==> src/rtl/vga_fetch_pkg.sv <==
// Shared types and widths for the VGA framebuffer prefetch scheduler.
package vga_fetch_pkg;

  typedef enum logic [2:0] {
    ST_IDLE,
    ST_FLUSH,
    ST_CHECK,
    ST_REQ,
    ST_DONE,
    ST_DRAIN
  } fetch_state_t;

  localparam int FRAME_WORDS = 320 * 240;
  localparam int OFFSET_W    = 17;
  localparam int LEN_W       = 7;
  localparam int LEVEL_W     = 10;
  localparam int INFL_W      = 11;
  localparam int CRED_W      = 12;
  localparam int UF_CNT_W    = 16;

endpackage

==> src/rtl/vga_underflow_monitor.sv <==
// Sticky underflow flag plus saturating event counter; a clear that lands
// together with an event leaves exactly that one event recorded.
module vga_underflow_monitor
  import vga_fetch_pkg::*;
(
  input  logic                clk_vga,
  input  logic                rst_n,
  input  logic                uf_event,
  input  logic                clear,
  output logic                sticky,
  output logic [UF_CNT_W-1:0] count
);

  always_ff @(posedge clk_vga or negedge rst_n) begin
    if (!rst_n) begin
      sticky <= 1'b0;
      count  <= '0;
    end else if (clear) begin
      sticky <= uf_event;
      count  <= uf_event ? UF_CNT_W'(1) : '0;
    end else if (uf_event) begin
      sticky <= 1'b1;
      if (count != '1)
        count <= count + UF_CNT_W'(1);
    end
  end

endmodule

==> src/rtl/vga_frame_fetch_scheduler.sv <==
// Burst-read scheduler keeping the pixel FIFO ahead of the display, with
// per-frame flush/restart, double-buffer swap and credit-based flow control.
module vga_frame_fetch_scheduler
  import vga_fetch_pkg::*;
#(
  parameter int IMG_WIDTH  = 320,
  parameter int IMG_HEIGHT = 240,
  parameter int BURST_LEN  = 64,
  parameter int FIFO_DEPTH = 512,
  parameter int ADDR_W     = 22,
  parameter int BASE_A     = 0,
  parameter int BASE_B     = 131072,
  parameter int FLUSH_WAIT = 4
) (
  input  logic                clk_vga,
  input  logic                rst_n,
  input  logic                frame_start,
  input  logic                frame_ready,
  input  logic [LEVEL_W-1:0]  fifo_level,
  input  logic                fifo_wr_word,
  input  logic                fifo_rd_demand,
  input  logic                fifo_empty,
  input  logic                rd_ack,
  input  logic                clear_underflow,
  output logic                rd_req,
  output logic [ADDR_W-1:0]   rd_addr,
  output logic [LEN_W-1:0]    rd_len,
  output logic                fifo_flush,
  output logic                active_buf,
  output logic                fetch_done,
  output logic                underflow_sticky,
  output logic [UF_CNT_W-1:0] underflow_count
);

  localparam int FRAME_W = IMG_WIDTH * IMG_HEIGHT;
  localparam int WAIT_W  = (FLUSH_WAIT < 2) ? 1 : $clog2(FLUSH_WAIT + 1);

  fetch_state_t        state;
  logic [OFFSET_W-1:0] offset;
  logic [INFL_W-1:0]   inflight;
  logic [WAIT_W-1:0]   wait_cnt;
  logic                pending_swap;
  logic                restart_pending;

  logic                restart_req;
  logic [OFFSET_W-1:0] remaining;
  logic [OFFSET_W-1:0] off_after;
  logic [LEN_W-1:0]    burst;
  logic                credit_ok;
  logic                ack_take;
  logic                word_take;
  logic [INFL_W-1:0]   inflight_next;
  logic                flush_entry;
  logic [ADDR_W-1:0]   base_addr;
  logic                uf_event;

  always_comb begin
    restart_req = restart_pending | frame_start;
    remaining   = OFFSET_W'(FRAME_W) - offset;
    off_after   = offset + OFFSET_W'(rd_len);
    burst       = (remaining > OFFSET_W'(BURST_LEN)) ? LEN_W'(BURST_LEN) : LEN_W'(remaining);
    // Credit counts words already in the FIFO plus words requested but not yet written.
    credit_ok   = (CRED_W'(fifo_level) + CRED_W'(inflight) + CRED_W'(burst)) <= CRED_W'(FIFO_DEPTH);
    ack_take    = rd_req & rd_ack;
    word_take   = fifo_wr_word & ((inflight != '0) | ack_take);
    inflight_next = inflight + (ack_take ? INFL_W'(rd_len) : '0) - (word_take ? INFL_W'(1) : '0);
    // IDLE restarts immediately; DRAIN restarts once every requested word has landed.
    flush_entry = ((state == ST_IDLE) && restart_req) || ((state == ST_DRAIN) && (inflight == '0));
    base_addr   = active_buf ? ADDR_W'(BASE_B) : ADDR_W'(BASE_A);
    uf_event    = fifo_rd_demand & fifo_empty & (state != ST_FLUSH) & (state != ST_DRAIN);
  end

  always_ff @(posedge clk_vga or negedge rst_n) begin
    if (!rst_n) begin
      state           <= ST_IDLE;
      offset          <= '0;
      inflight        <= '0;
      wait_cnt        <= '0;
      pending_swap    <= 1'b0;
      restart_pending <= 1'b0;
      rd_req          <= 1'b0;
      rd_addr         <= '0;
      rd_len          <= '0;
      fifo_flush      <= 1'b0;
      active_buf      <= 1'b0;
      fetch_done      <= 1'b0;
    end else begin
      inflight   <= inflight_next;
      fifo_flush <= 1'b0;
      if (frame_ready)
        pending_swap <= 1'b1;
      if (frame_start)
        restart_pending <= 1'b1;

      if (flush_entry) begin
        state           <= ST_FLUSH;
        fifo_flush      <= 1'b1;
        offset          <= '0;
        wait_cnt        <= '0;
        restart_pending <= 1'b0;
        fetch_done      <= 1'b0;
        // A frame_ready arriving on this very cycle stays queued for the next frame.
        if (pending_swap) begin
          active_buf   <= ~active_buf;
          pending_swap <= frame_ready;
        end
      end else begin
        case (state)
          ST_FLUSH: begin
            if (wait_cnt == WAIT_W'(FLUSH_WAIT))
              state <= ST_CHECK;
            else
              wait_cnt <= wait_cnt + WAIT_W'(1);
          end
          ST_CHECK: begin
            if (restart_req) begin
              state <= ST_DRAIN;
            end else if (credit_ok) begin
              rd_req  <= 1'b1;
              rd_addr <= base_addr + ADDR_W'(offset);
              rd_len  <= burst;
              state   <= ST_REQ;
            end
          end
          ST_REQ: begin
            if (rd_ack) begin
              rd_req <= 1'b0;
              offset <= off_after;
              if (restart_req) begin
                state <= ST_DRAIN;
              end else if (off_after == OFFSET_W'(FRAME_W)) begin
                state      <= ST_DONE;
                fetch_done <= 1'b1;
              end else begin
                state <= ST_CHECK;
              end
            end
          end
          ST_DONE: begin
            if (restart_req)
              state <= ST_DRAIN;
          end
          default: ;
        endcase
      end
    end
  end

  vga_underflow_monitor u_underflow (
    .clk_vga  (clk_vga),
    .rst_n    (rst_n),
    .uf_event (uf_event),
    .clear    (clear_underflow),
    .sticky   (underflow_sticky),
    .count    (underflow_count)
  );

endmodule
==> config.mk <==
export PLATFORM = sky130hd
export DESIGN_NAME = vga_frame_fetch_scheduler
export DESIGN_NICKNAME = d
export VERILOG_FILES = /design/src/rtl/vga_fetch_pkg.sv /design/src/rtl/vga_underflow_monitor.sv /design/src/rtl/vga_frame_fetch_scheduler.sv
export SDC_FILE = /design/constraint.sdc
export NUM_CORES = 1
export LEC_CHECK = 0
export CELL_PAD_IN_SITES_DETAIL_PLACEMENT = 0
export CELL_PAD_IN_SITES_GLOBAL_PLACEMENT = 1
export CORE_ASPECT_RATIO = 0.9
export CORE_MARGIN = 3
export CORE_UTILIZATION = 44
export DETAILED_ROUTE_END_ITERATION = 16
export GPL_ROUTABILITY_DRIVEN = 0
export HOLD_SLACK_MARGIN = 0.08
export PLACE_DENSITY = 0.88
export SYNTH_ARGS = -nofsm -noshare
export SYNTH_HDL_FRONTEND = slang
export SYNTH_SLANG_ARGS = --single-unit
==> constraint.sdc <==
create_clock -name clk_vga -period 5.5 [get_ports clk_vga]
set_input_delay 1.1 -clock clk_vga [delete_from_list [all_inputs] [get_ports clk_vga]]
set_output_delay 1.1 -clock clk_vga [all_outputs]
set_load 0.05 [all_outputs]
==> qor.yml <==
utilization: 0.5545
p_leak_uw: 0.003078
die_w_um: 126.2
start_util: 0.4628
drv_slew: 0
synth_flop_cell: "sky130_fd_sc_hd__dfrtp_1"
yosys_warnings: 0
postRouteAntennaNets: 0
hold_ws_ns: 0.4899
timing_hold_violations_final: 0
post_route_cells_drive_above_1_share: 0.08876
synth_sequential_area_ratio: 0.3587
p_sw_frac: 0.4187
number_of_global_route_vias_before_repair: 4531
io_buffer_count: 64
tightestPinTransition_ns: 1.050
synth.ff_latch_count: 82
crit_fanout: 25
floorplan.die_area_um2: 14410
flow.area_growth_from_synthesis_pct: 19.82
cp_slowest_cell: "sky130_fd_sc_hd__o41ai_4"
final.min_clock_period_ns: 5.287
fin_setup_tns_ns: 0
worst_ir_drop_vdd_v: 0.0002326
grt_util_met1: 0.2747
combPwrFrac: 0.491
status: "finished clean"
cell_internal_pwr_uw: 1581
grtUsageTotal: 0.1970
tritoncts_num_sinks: 82
wl_mm: 13.79
cap_viol_max_count: 0
pin_count: 69
regToRegSetupSlack_ns: 0.21
grt_antenna_before_repair: 0
clock-root-buffer: "sky130_fd_sc_hd__clkbuf_16"
post_synth_inst_count: 608
die-height_um: 114.2
finClkSkew_ns: 0.01037
cts-hold-fix-buffers: 0
total_chip_power_uw: 2719
power.sequential.fraction: 0.291
grt_first_pass_wirelength_mm: 22.89
syn_area_per_cell_um2: 9.409
top_usage_layer: "met2"
htree_num_levels: 3
synth_cell_types: 68
clock_insertion_delay_worst_skew_ns: 0.35
groute.layer.met2.usage: 0.3034
setup.worst_path.start_class: "flip-flop"
reg_clk_slew_reported_paths_ns: 0.07
design.core.area_um2: 12360
worstSetupEndpointType: "flip-flop"
ff_latch_area_um2: 2052
timing.hold.worst.class: "reg2reg"
detail_route.wl_per_cell_um: 16.49
cts-buffers-inserted: 9
nFillCells: 1099
routed-via-count: 4752
dr.first_iter.drc_count: 392
placementRows: 38
final_net_count: 743
detail_route.drc_violations: 0
detailed_place_hpwl_mm: 10.12
post_layout_nonfiller_instances: 836
fin_crit_sh: 0.9612
num_antenna_cells: 0
path_class: "reg2reg"
syn_area_um2: 5720
grt_start_max_net_pins: 83
avgViaCountPerCell: 5.684
count_of_flip_flops_with_a_built_in_enable_after_synthesis: 0
cellPowerDensity_nw_per_um2: 396.7
max_clock_freq_mhz: 189.2
tritoncts_clock_tree: "done"
power.switching_uw: 1139
crit_chain: "inv_1 > ha_1 > nor4b_4 > buf_4 > a21oi_1 > mux2i_1 > nor4b_2 > o311ai_2 > nor2_1 > fa_1 > ha_1 > inv_1 > fa_1 > nor2b_4 > o21a_1 > or3_1 > a211o_1 > o41ai_4 > nand3_4 > buf_8 > mux2_4"
timing.slew.headroom: 0.3000
placed_cells: 818
cp_slowest_stage_delay_ns: 0.44
critical_path_required_time_ns: 5.73
gr-usage-met3: 0.05177
tritonroute_pass_1_iters: 5
clock_power_share: 0.218
multi_input_comb_area_um2: 3396
final-setup-viol-count: 0
cp_data_arrival_time_ns: 5.52
overflow: 0
async_reset_ff_frac: 1.000
cts_max_path_buffers: 2
==> layout by cell type, fill, tap and decap left out, drive strengths merged, types with 4 or more instances in the layout <==
cell type	n
a21o	7
xor2	21
inv	50
nand3	14
clkbuf	10
or3	9
dfrtp	82
o31ai	15
o22ai	6
o21a	9
nor4	9
a21oi	22
conb	4
nand2	49
a211oi	10
nor2b	10
fa	10
ha	43
nand2b	10
xnor2	18
buf	14
nand4	13
a211o	4
a31oi	6
and3	5
o21bai	4
o21ai	29
nor2	46
nor3	15
mux2	18
o211ai	4
clkdlybuf4s50	63
==> layout make-up <==
type	instances	area share
multi-input combinational	454	0.4954
sequential	82	0.2994
timing repair buffer	77	0.1084
clock buffer	10	0.03487
tap	160	0.02921
inverter	47	0.02574
clock inverter	6	0.006937
==> registers in the layout, summed over array words and instances (netlist names) <==
signal / flops
rd_req: 1
offset: 17
restart_pending: 1
wait_cnt: 3
u_underflow.count: 16
pending_swap: 1
fetch_done: 1
state: 3
fifo_flush: 1
rd_len: 7
u_underflow.sticky: 1
active_buf: 1
rd_addr: 18
inflight: 11
==> final timing paths <==
path	cells after the start	to	from
worst max-delay path	21	rd_addr[6]	offset[0]
worst min-delay path	1	u_underflow.sticky	u_underflow.sticky
worst max register to register	21	rd_addr[6]	offset[0]
worst min register to register	1	u_underflow.sticky	u_underflow.sticky
max in group asynchronous	1	offset[1]	rst_n
min in group asynchronous	1	rd_addr[12]	rst_n
==> power by group through the flow <==
stage / clock, uW / sequential (uW) / combinational (uW)
6_report: 593 / 790 / 1340
5_1_grt: 637 / 805 / 1510
4_1_cts: 611 / 791 / 1320
3_5_place_dp: 0 / 803 / 1310
3_3_place_gp: 0 / 798 / 1260
2_1_floorplan: 0 / 808 / 996
==> per-stage QoR <==
stage                     cell area [um^2]  setup slack (ns)
after floorplan                       5732            0.4063
after global placement                6509            0.1270
after detailed placement              6509           -0.1601
after CTS                             6808           0.08165
after global routing                  6854          -0.06413
final                                 6854            0.2132
==> cell families (layout without fill, tap and decap cells) <==
kind of cell    count (synthesis)  in the layout  synth area share
mux                            20             20           0.04681
other cells                     1              4         0.0006555
simple gates                  194            194            0.1739
flops                          82             82            0.3587
xor+xnor                       39             39           0.05971
fa+ha+maj                      53             53            0.1290
buf+inv                        75            140           0.05599
compound gates                144            144            0.1752
==> synth_stat cells (all sizes together), types with 13 or more instances <==
cell / count / area share
a21oi: 22 / 0.019
clkbuf: 18 / 0.012
dfrtp: 82 / 0.36
ha: 43 / 0.094
inv: 47 / 0.031
mux2: 18 / 0.043
nand2: 49 / 0.032
nand3: 14 / 0.014
nand4: 13 / 0.014
nor2: 46 / 0.030
nor3: 15 / 0.013
o21ai: 29 / 0.025
o31ai: 15 / 0.020
xnor2: 18 / 0.028
xor2: 21 / 0.032
==> critical path, delay by kind of cell, from the launching register on <==
family	cells	cell delay, ns
compound gates	5	1.38
fa+ha+maj	4	1.17
buf+inv	4	0.55
flops	1	0.43
mux	2	0.41
simple gates	6	1.21
==> routing by layer <==
| metal | vias up | wire, um |
|---|---|---|
| li1 | 2316 | - |
| met1 | 2243 | 6498 |
| met2 | 170 | 6134 |
| met3 | 23 | 886 |
| met4 | 0 | 265 |
| met5 | - | 0 |
==> timing repair <==
item | in CTS | in global routing
gates resized for setup | 3 | 7
setup buffers | 0 | 2
endpoints found under the hold margin | 0 | 0
gates cloned | 0 | 0
endpoints found under the setup margin | 17 | 26
Power figures use the tool's default switching activity.
